===== src/rtl/fetch_queue_pkg.sv =====
// Shared fetch-path types: queue entry and instruction bus request/response.
package pipes;

  localparam int unsigned INSTR_BYTES = 4;

  // One fetched instruction and the address it came from.
  typedef struct packed {
    logic [63:0] pc;
    logic [31:0] instr;
  } fetch_entry_t;

  // Instruction bus request: held valid with a stable address until data_ok.
  typedef struct packed {
    logic        valid;
    logic [63:0] addr;
  } ibus_req_t;

  // Instruction bus response: data valid for the outstanding request when data_ok.
  typedef struct packed {
    logic        data_ok;
    logic [31:0] data;
  } ibus_resp_t;

  // Instructions are word aligned; the low address bits carry no meaning.
  function automatic logic [63:0] align_pc(input logic [63:0] pc);
    return pc & ~64'd3;
  endfunction

endpackage


===== src/rtl/fetch_queue_fifo.sv =====
// Circular storage for fetched instructions: power-of-two depth, wrapping
// pointers, explicit occupancy counter, single-cycle clear.
module fetch_fifo #(
  parameter int unsigned DEPTH   = 4,
  parameter type         entry_t = pipes::fetch_entry_t,
  localparam int unsigned PW     = $clog2(DEPTH),
  localparam int unsigned CW     = $clog2(DEPTH + 1)
) (
  input  logic          clk,
  input  logic          reset,
  input  logic          push,
  input  entry_t        push_data,
  input  logic          pop,
  input  logic          clear,
  output entry_t        head,
  output logic          full,
  output logic          empty,
  output logic [CW-1:0] count
);

  entry_t        mem [DEPTH];
  logic [PW-1:0] rd_ptr;
  logic [PW-1:0] wr_ptr;
  logic          do_push;
  logic          do_pop;

  assign full  = (count == CW'(DEPTH));
  assign empty = (count == '0);
  assign head  = mem[rd_ptr];

  // Clear wins over everything; a push into a full queue is only legal alongside a pop.
  assign do_pop  = pop && !empty && !clear;
  assign do_push = push && (!full || do_pop) && !clear;

  // Pointer and occupancy bookkeeping; pointers wrap naturally at DEPTH.
  always_ff @(posedge clk or posedge reset) begin
    if (reset) begin
      rd_ptr <= '0;
      wr_ptr <= '0;
      count  <= '0;
    end else if (clear) begin
      rd_ptr <= '0;
      wr_ptr <= '0;
      count  <= '0;
    end else begin
      if (do_push) wr_ptr <= wr_ptr + 1'b1;
      if (do_pop)  rd_ptr <= rd_ptr + 1'b1;
      case ({do_push, do_pop})
        2'b10:   count <= count + 1'b1;
        2'b01:   count <= count - 1'b1;
        default: count <= count;
      endcase
    end
  end

  // Entry storage; contents need no reset since count gates visibility.
  always_ff @(posedge clk) begin
    if (do_push) mem[wr_ptr] <= push_data;
  end

endmodule


===== src/rtl/fetch_queue.sv =====
// Instruction fetch front end: issues one request at a time on the instruction
// bus, queues returned instructions in order, and flushes on redirect.
module fetch_queue
  import pipes::*;
#(
  parameter int unsigned  DEPTH    = 4,
  parameter logic [63:0]  RESET_PC = 64'h8000_0000,
  localparam int unsigned CW       = $clog2(DEPTH + 1)
) (
  input  logic          clk,
  input  logic          reset,
  output ibus_req_t     ireq,
  input  ibus_resp_t    iresp,
  input  logic          redirect_valid,
  input  logic [63:0]   redirect_pc,
  output logic          out_valid,
  input  logic          out_ready,
  output logic [63:0]   out_pc,
  output logic [31:0]   out_instr,
  output logic [CW-1:0] count
);

  // DISCARD: a request is still on the bus but its answer belongs to a
  // pre-redirect path and must be thrown away.
  typedef enum logic [1:0] {
    IDLE    = 2'd0,
    WAIT    = 2'd1,
    DISCARD = 2'd2
  } state_t;

  state_t       state;
  logic [63:0]  fetch_pc;   // next address to fetch on the current path
  logic [63:0]  req_addr;   // address of the request currently on the bus
  logic         full;
  logic         empty;
  logic         issue;
  logic         accept;
  logic         pop;
  fetch_entry_t push_entry;
  fetch_entry_t head;

  // New request only from IDLE, with room in the queue and no redirect pending.
  assign issue  = (state == IDLE) && !full && !redirect_valid;
  assign accept = (state == WAIT) && iresp.data_ok && !redirect_valid;
  assign pop    = out_valid && out_ready && !redirect_valid;

  assign push_entry = '{pc: req_addr, instr: iresp.data};

  // Bus request: address comes from fetch_pc while issuing, then is held
  // from req_addr so later redirects cannot disturb an in-flight request.
  always_comb begin
    ireq       = '0;
    ireq.valid = !reset && (issue || (state != IDLE));
    ireq.addr  = (state == IDLE) ? fetch_pc : req_addr;
  end

  // Fetch control: one outstanding request, redirect always reloads fetch_pc.
  always_ff @(posedge clk or posedge reset) begin
    if (reset) begin
      state    <= IDLE;
      fetch_pc <= RESET_PC;
      req_addr <= RESET_PC;
    end else begin
      case (state)
        IDLE: begin
          if (redirect_valid) begin
            fetch_pc <= align_pc(redirect_pc);
          end else if (!full) begin
            state    <= WAIT;
            req_addr <= fetch_pc;
          end
        end
        WAIT: begin
          if (iresp.data_ok) begin
            state <= IDLE;
            if (redirect_valid) fetch_pc <= align_pc(redirect_pc);
            else                fetch_pc <= req_addr + 64'(INSTR_BYTES);
          end else if (redirect_valid) begin
            state    <= DISCARD;
            fetch_pc <= align_pc(redirect_pc);
          end
        end
        DISCARD: begin
          if (iresp.data_ok) state <= IDLE;
          if (redirect_valid) fetch_pc <= align_pc(redirect_pc);
        end
        default: state <= IDLE;
      endcase
    end
  end

  fetch_fifo #(
    .DEPTH   (DEPTH),
    .entry_t (fetch_entry_t)
  ) u_fifo (
    .clk       (clk),
    .reset     (reset),
    .push      (accept),
    .push_data (push_entry),
    .pop       (pop),
    .clear     (redirect_valid),
    .head      (head),
    .full      (full),
    .empty     (empty),
    .count     (count)
  );

  assign out_valid = !empty;
  assign out_pc    = head.pc;
  assign out_instr = head.instr;

endmodule


===== config.mk =====
export PLATFORM = sky130hd
export DESIGN_NAME = fetch_queue
export DESIGN_NICKNAME = d
export VERILOG_FILES = /design/src/rtl/fetch_queue_pkg.sv /design/src/rtl/fetch_queue_fifo.sv /design/src/rtl/fetch_queue.sv
export SDC_FILE = /design/constraint.sdc
export NUM_CORES = 1
export LEC_CHECK = 0
export CAP_MARGIN = 30
export CORE_MARGIN = 1.5
export CORE_UTILIZATION = 30
export CTS_CLUSTER_SIZE = 28
export DETAILED_ROUTE_END_ITERATION = 10
export PLACE_DENSITY_LB_ADDON = 0.1
export SYNTH_ARGS = -nofsm -noshare
export SYNTH_HDL_FRONTEND = slang
export SYNTH_SLANG_ARGS = --single-unit

===== constraint.sdc =====
create_clock -name clk -period 5.4 [get_ports clk]
set_clock_uncertainty 0.15 [all_clocks]
set_input_delay 0.54 -clock clk [delete_from_list [all_inputs] [get_ports clk]]
set_output_delay 0.54 -clock clk [all_outputs]
set_load 0.1 [all_outputs]

# After elaboration in Yosys (flattened, before gate mapping)
# Memory sizes are Yosys's and may differ from the RTL's.
# Index checks and enable logic that the tools add are counted.
# op_classes
add_sub_neg,5
muxes,19
bitwise,2
reduce_logical,27
n_eq_ne,9
# op_table
cell,count
two-way mux 64 bit,4
case mux 64 bit (2 select lines),1
adder 64 x 3 -> 64 bit (second input constant),1
two-way mux 2 bit,9
logical AND 1 bit,11
nonzero test 2 bit,4
!= test 2 bit (second input constant),3
case mux 2 bit (3 select lines),1
case mux 3 bit (2 select lines),1
adder 2 x 1 -> 2 bit (second input constant),2
== test 2 x 1 -> 1 bit (second input constant),2
== test 2 bit (second input constant),2
zero test 1 bit,4
AND reduction 4 bit,1
adder 3 x 1 -> 3 bit (second input constant),1
== test 3 bit (second input constant),1
zero test 3 bit,1
two-way mux 3 bit,1
!= test 3 bit (second input constant),1
AND reduction 3 bit,1
nonzero test 3 bit,1
subtractor 3 x 1 -> 3 bit (second input constant),1
zero test 2 bit,1
logical OR 1 bit,2
other kinds (3),5
# word_totals
reg_bits,137
wordCells,69
n_memories,1
input_bits,101
ramBits,384
# mem_list
name,depth,width,rd,rd_clocked_by_memory_dff,wr,line_no,source
u_fifo.mem,4,96,1,0,1,fetch_queue_fifo.sv:21,entry_t mem [DEPTH];

# Logic depth before layout (Yosys ltp)
# Gate-level depths: netlist of the first run.
# depth
ltp_word,12
depth_mapped,9
mapped_depth_nobuf,8

# Hierarchy
# A second synthesis of the first run with hierarchy kept.
# hier_totals
hier_cells,1275
hier_area_um2,21682.0
# modules_own_cells
mod,seq_area_each_um2,area_each_um2,n_inst,cells_per_inst
fetch_fifo,11706.2,14367.5,1,565
fetch_queue,3255.6,7314.5,1,710

# Least setup slack after synthesis of the first run
# Ideal clock, no wire load.
# synth_timing
path_type,reg-to-reg
from,reg u_fifo.count[0]
to,mem u_fifo.mem[0][0] (netlist bit) (enable)
path_slack_ps,947
period_less_slack_ps,4453
n_path_buf,0
required_time_ps,4784
arrival_ps,3837
stages_incl_launch_ff,4
path_cell_list,dfrtp_1 nor3b_1 a21oi_1 and2_1
# synth_via
elab_chain_len,11
# synth_rtl
element,line_no,source
from (decl),fetch_queue_fifo.sv:18,output logic [CW-1:0] count
from (signal assigned),fetch_queue_fifo.sv:49,2'b10: count <= count + 1'b1;
from (signal assigned),fetch_queue_fifo.sv:50,2'b01: count <= count - 1'b1;
from (signal assigned),fetch_queue_fifo.sv:51,default: count <= count;
zero test 3 bit,fetch_queue_fifo.sv:28,assign empty = (count == '0);
zero test 1 bit,"fetch_queue_fifo.sv:32, fetch_queue.sv:108",
logical AND 1 bit (2 in a row),fetch_queue.sv:45,assign pop = out_valid && out_ready && !redirect_valid;
logical AND 1 bit (2 in a row),fetch_queue_fifo.sv:32,assign do_pop = pop && !empty && !clear;
logical OR 1 bit *,fetch_queue_fifo.sv:33,assign do_push = push && (!full || do_pop) && !clear;
logical AND 1 bit * (2 in a row),fetch_queue_fifo.sv:33,
two-way mux 1 bit *,fetch_queue_fifo.sv:58,if (do_push) mem[wr_ptr] <= push_data;
two-way mux 1 bit (implied by the code) *,fetch_queue_fifo.sv:58,
to (decl),fetch_queue_fifo.sv:21,
# Every way passes the cells marked *; elsewhere a longest branch is shown, timed or not.

==> summary.txt, run 1 <==
Outcome
  – Status: finished clean

Clocking
  – CTS tree: done
  – Clk_lat worst skew: 0.62 ns
  – Total clock sinks: 521
  – Hold_buf cts: 0
  – Post-CTS setup buffers: 0
  – H-Tree Depth: 2
  – Max Root-Sink Buffers: 3
  – Clk pin slew, worst setup/hold paths: 0.07 ns
  – Post-CTS sizing: 0
  – Root Buffer: clkbuf_16
  – CTS buffer count: 59

Cells and area
  – Final core occ: 39.0%
  – Finished layout cell area: 27900 µm²
  – Area occupied by multi-input gates: 6420 µm²
  – Final Non-Filler Cells: 2589
  – Seq. cell area: 15000 µm²
  – Fillers: 6641
  – Final net count: 1693
  – Fraction of layout cells with a size suffix above 1: 23.3%
  – Area Growth Syn to Fin: 28.6%

Die
  – Initial Util: 30.3%
  – Die Ht: 272 µm
  – Core Rows: 98
  – I/O pin total: 266
  – Die width: 272 µm
  – Core Box Area: 71500 µm²
  – Die ar.: 73800 µm²

Global route
  – Total gr overflow: 0
  – Met2 usage: 27.8%
  – Top Usage Layer GRT: met2
  – Largest net degree at the start of global routing: 97
  – Grt met3 use: 3.85%
  – GRT Util Overall: 17.3%
  – Met1 Use GR: 23.8%
  – Initial antenna violation count: 6
  – First-pass GRT wire length: 93.4 mm
  – Vias in the first global route: 13400

Yosys
  – Post-Synth Simple-Gate Area: 4.96%
  – Ys Warns: 0
  – Count of cell types in the netlist: 51
  – Post-synth EDFFs: 384
  – Mux cell area share after synthesis: 16.9%
  – Commonest cells post-synth: edfxtp_1 (384), dfrtp_1 (135), mux2_2 (110), mux4_2 (96), nand2_1 (69)
  – Adder-Cell Fraction of Synth Area: 0.381%
  – Top-count cell post-synth: edfxtp_1
  – Async SR Flop Fraction: 26.3%
  – Mapped Area: 21700 µm²
  – Gate Count Post-Synth: 1287
  – Register area share after synthesis: 69.1%
  – Area leader, netlist: edfxtp_1
  – Avg Cell Area, Syn: 16.8 µm²
  – XOR/XNOR share of the synthesized area: 2.59%
  – Top FF cell, synth: edfxtp_1
  – Syn nets: 1394
  – Synth top area share: 53.2%
  – Compound-cell area share of the yosys netlist: 4.63%
  – Main combinational cell family by area after synthesis: multiplexers
  – Flops & latches, synth: 521
  – Largest cells by area after synthesis: edfxtp_1 (53%), dfrtp_1 (16%), mux4_2 (10%)

Pwr
  – Worst VDD drop: 0.424 mV
  – Pleak: 0.00934 µW
  – P per Cell Area: 680 nW/µm²
  – Final total power: 18900 µW

Timing
  – Tcrit/Tclk final: 79.8%
  – Final setup TNS: 0 ns
  – RSZ-0062 raised after global routing: no
  – Fmax: 232 MHz
  – Relative slew slack: 29.8%
  – Min cycle time layout: 4.31 ns
  – Final setup vio count: 0
  – Worst Max-Slew Pin Slew: 1.05 ns
  – Max-slew violations: 0
  – Endpoints failing hold: 0

Worst setup path
  – Crit path required time: 4.71 ns
  – Critical path startpoint category: flip-flop
  – R2R cell count: 6
  – Crit end category: output port
  – CP Max Fanout: 52
  – Reg2reg setup slack: 2.20 ns
  – Worst R2R End: u_fifo.mem[0][36]
  – WS Path Type: flip-flop to output port
  – Critical path arrival: 3.62 ns
  – Worst r2r src: state[0]

Route
  – Via density: 4.88
  – Wire per inst: 24.6 µm
  – Final wirelength: 63.7 mm
  – DRC viols: 0
  – Routed Antenna Nets: 0
  – DRT Pass-1 Iters: 4
  – Via count: 12600
  – Initial DRC count: 681

Placement
  – Area after DPL: 25900 µm²
  – Dpl hpwl: 39.0 mm
  – Port Buffers: 263
  – Placed Cells: 2475
  – Gp weighted congestion: 0.719

Flow run
  – Max_cap viols: 0

Worst hold path
  – Worst hold path type: primary input to asynchronous set/reset pin
[per-layer routing]
metal	vias up	routed length [µm]
met5	-	79
met4	12	1090
met3	89	3050
met2	276	30100
met1	6618	29400
li1	5648	-
[cell type report]
class	count	share of cell area (%)
well taps	950	4.27
clock buffers	78	5.73
clock inverters	34	1.39
repair buffers	306	11.6
multi-input cells	681	23.0
flip-flops and latches	521	53.7
diodes	2	0.0180
inverters	17	0.247
[stage by stage]
step	hold slack [ns]	worst slack, ns
6_report	0.186	1.09
5_1_grt	0.205	0.931
4_1_cts	0.188	0.983
3_5_place_dp	0.346	1.70
3_3_place_gp	0.337	1.66
2_1_floorplan	0.322	0.947
[worst max-delay path by stage]
stage                        to             from  slack, ns
6_report               ireq[63]         state[1]       1.09
5_1_grt                ireq[63]         state[1]       0.93
4_1_cts                 ireq[7]         state[1]       0.98
3_5_place_dp           ireq[63]         state[1]       1.70
3_3_place_gp           ireq[37]         state[1]       1.66
2_1_floorplan  u_fifo.mem[0][0]  u_fifo.count[0]       0.95
[cell families (layout without fill, tap and decap cells)]
logic type	Yosys count	in the layout
buffers and inverters	85	435
XOR/XNOR	64	64
adder cells (fa/ha/maj)	6	6
multiplexers	231	231
flip-flops	521	521
AND/OR/NAND/NOR	217	217
AO/OA/AOI/OAI	163	163
other	0	2
[sequential cells by signal (all words and copies together), names as in the netlist]
register,flops
fetch_pc,64
req_addr,64
state,2
u_fifo.count,3
u_fifo.mem,384
u_fifo.rd_ptr,2
u_fifo.wr_ptr,2
[cell usage in the layout, fill, tap and decap left out, drive strengths merged, types with 21 or more instances in the layout]
master | netlist | layout
nand2 | 69 | 69
clkbuf | 52 | 78
mux2 | 110 | 110
o21ai | 61 | 61
nor2 | 53 | 53
dfrtp | 135 | 135
mux2i | 25 | 25
inv | 17 | 21
o22ai | 27 | 27
xnor2 | 50 | 50
buf | 16 | 57
edfxtp | 384 | 384
nor3 | 24 | 24
clkdlybuf4s50 | 0 | 249
a21oi | 31 | 31
mux4 | 96 | 96
[report_power, final]
group	internal, µW	switching [µW]	leakage (µW)	total (µW)
Clock	2460	1660	0.000969	4120
Combinational	2580	6240	0.00330	8820
Sequential	5150	862	0.00507	6010
[critical path, stage by stage, from the launching register on]
cell	delay [ns]
dfrtp_1	0.63
nor2_4	0.19
buf_4	0.68
mux2_2	0.33
clkdlybuf4s50_1	1.14
Note: power is estimated with default switching activity, not from simulation.
==> run 2: changes to the inputs <==
==> constraint.sdc (replaced) <==
create_clock -name clk -period 4 [get_ports clk]
set_clock_uncertainty 0.15 [all_clocks]
set_input_delay 0.4 -clock clk [delete_from_list [all_inputs] [get_ports clk]]
set_output_delay 0.4 -clock clk [all_outputs]
set_load 0.1 [all_outputs]
==> run 2 against run 1 <==
  * Via count shrank 0.28%
  * Non-clock buffer count shrank 3
  * Highest routed layer unchanged
  * Critical path depth shrank 2
  * Largest cell class unchanged
  * Sequential share of layout area grew 1.2 points
  * Wire length shrank 0.15%
  * Setup slack lost 0.67 ns
  * Cell count shrank 0.23%
==> summary.txt, run 2 (synthesis gave the netlist of run 1 again) <==
Global route
  – Vias in the first global route: 13500
  – Largest net degree at the start of global routing: 62
  – GRT Util Overall: 17.2%
  – Total gr overflow: 0
  – Initial antenna violation count: 9
  – First-pass GRT wire length: 93.3 mm

Worst setup path
  – Crit end category: output port
  – Crit-path leading delay family: buffers and inverters
  – Critical path arrival: 3.02 ns
  – R2R cell count: 6
  – Worst r2r src: req_addr[7]
  – Critical Path Max Stage Delay: 0.99 ns
  – End of the critical path: out_instr[13]
  – CP Max Fanout: 28
  – Critical path startpoint category: flip-flop
  – CP Launch Point: u_fifo.rd_ptr[0]
  – CP Depth: 2
  – Crit path required time: 3.45 ns
  – Reg2reg setup slack: 1.05 ns
  – Crit-path cells: mux4_2 > clkdlybuf4s50_1
  – Critical path's slowest cell: clkdlybuf4s50_1
  – WS Path Type: flip-flop to output port
  – Worst R2R End: fetch_pc[61]
  – Buffers plus inverters on the worst setup path: 1

Cells and area
  – Top reg by flops: u_fifo.mem
  – Regs by FF count: u_fifo.mem x384, fetch_pc x64, req_addr x64
  – Fillers: 6737
  – Area Growth Syn to Fin: 25.7%
  – Final net count: 1689
  – Max FFs per register: 384
  – Most common cell after layout, fill and taps aside: edfxtp_1
  – Fraction of layout cells with a size suffix above 1: 30.6%
  – Most frequent cells in the layout: edfxtp_1 (384), buf_4 (167), dfrtp_1 (133)

Die
  – Die width: 272 µm
  – Die ar.: 73800 µm²
  – Die Ht: 272 µm
  – Core Box Area: 71500 µm²
  – I/O pin total: 266
  – Core Rows: 98
  – Initial Util: 30.3%

Timing
  – Fmax: 280 MHz
  – Min cycle time layout: 3.57 ns
  – Tcrit/Tclk final: 89.4%
  – Max-slew violations: 0
  – Final setup vio count: 0
  – Final setup TNS: 0 ns
  – RSZ-0062 raised after global routing: no
  – Relative slew slack: 34.3%
  – Worst Max-Slew Pin Slew: 0.983 ns
  – Endpoints failing hold: 0

Placement
  – Port Buffers: 263
  – Gp weighted congestion: 0.722
  – Dpl hpwl: 39.4 mm

Clocking
  – Post-CTS setup buffers: 0
  – Post-CTS sizing: 0
  – CTS tree: done
  – Clk pin slew, worst setup/hold paths: 0.06 ns
  – Root Buffer: clkbuf_16
  – Hold_buf cts: 0
  – H-Tree Depth: 2
  – CTS buffer count: 58
  – Total clock sinks: 521
  – Clk_lat worst skew: 0.61 ns
  – Max Root-Sink Buffers: 3

Route
  – Initial DRC count: 654
  – DRC viols: 0
  – Routed Antenna Nets: 0
  – DRT Pass-1 Iters: 4
  – Via count: 12600
  – Wire per inst: 24.6 µm
  – Final wirelength: 63.6 mm
  – Via density: 4.88

Worst hold path
  – Worst hold path type: primary input to asynchronous set/reset pin

Outcome
  – Status: finished clean

Flow run
  – Max_cap viols: 0
run 2: changes by cell type in the layout (fill, tap and decap cells not counted), moves of 2 or more:
cell,previous run,this run
clkinv_2,11,9
clkinv_1,7,5
clkbuf_1,14,25
buf_16,11,0
inv_6,5,3
buf_4,38,167
bufinv_16,8,2
buf_12,7,18
clkdlybuf4s50_1,249,117
run 2: worst min path at each step:
| stage | start | to | slack [ns] | cells after the start |
|---|---|---|---|---|
| 6_report | reset | fetch_pc[20] | 0.19 | 2 |
| 5_1_grt | reset | fetch_pc[20] | 0.25 | 2 |
| 4_1_cts | reset | fetch_pc[20] | 0.20 | 2 |
| 3_5_place_dp | fetch_pc[35] | req_addr[35] | 0.35 | 2 |
| 3_3_place_gp | fetch_pc[43] | req_addr[43] | 0.33 | 2 |
| 2_1_floorplan | iresp[32] | state[1] | 0.32 | 1 |
run 2: final cells by class:
| type | count | area, µm² | share of cell area [%] |
|---|---|---|---|
| Sequential cell | 521 | 15000 | 55.0 |
| Multi-Input combinational cell | 681 | 6420 | 23.6 |
| Timing Repair Buffer | 303 | 2790 | 10.2 |
| Clock buffer | 89 | 1630 | 5.98 |
| Tap cell | 950 | 1190 | 4.36 |
| Clock inverter | 21 | 174 | 0.639 |
| Inverter | 17 | 67.6 | 0.248 |
| Antenna cell | 1 | 2.50 | 0.00919 |
run 2: worst reg2reg max path: cells and delay by family, from the launching register on:
kind	cells	cell delay [ns]
AO/OA/AOI/OAI	1	0.08
XOR/XNOR	1	0.19
flip-flops	1	0.51
AND/OR/NAND/NOR	4	1.88
run 2: layer usage:
metal	up-vias	track usage, %	part of all wire [%]
li1	5648	-	-
met1	6585	23.8	46
met2	281	27.5	47
met3	78	4.38	5.6
met4	16	3.60	1.7
met5	-	0	0.14
run 2: per-stage QoR:
step	hold WS (ns)	instance area (µm²)	util, %	cells	worst slack (ns)
6_report	0.191	27200	38.1	2583	0.425
5_1_grt	0.248	27200	38.1	2582	0.277
4_1_cts	0.196	27200	38.1	2582	0.314
3_5_place_dp	0.354	25400	35.6	2472	0.938
3_3_place_gp	0.334	25400	35.6	2472	0.913
2_1_floorplan	0.316	21700	-	1287	0.228
Power of run 2 is left out: the tool's default activity adds up to more than one toggle a clock period on the data nets, which glitch-free logic cannot reach.
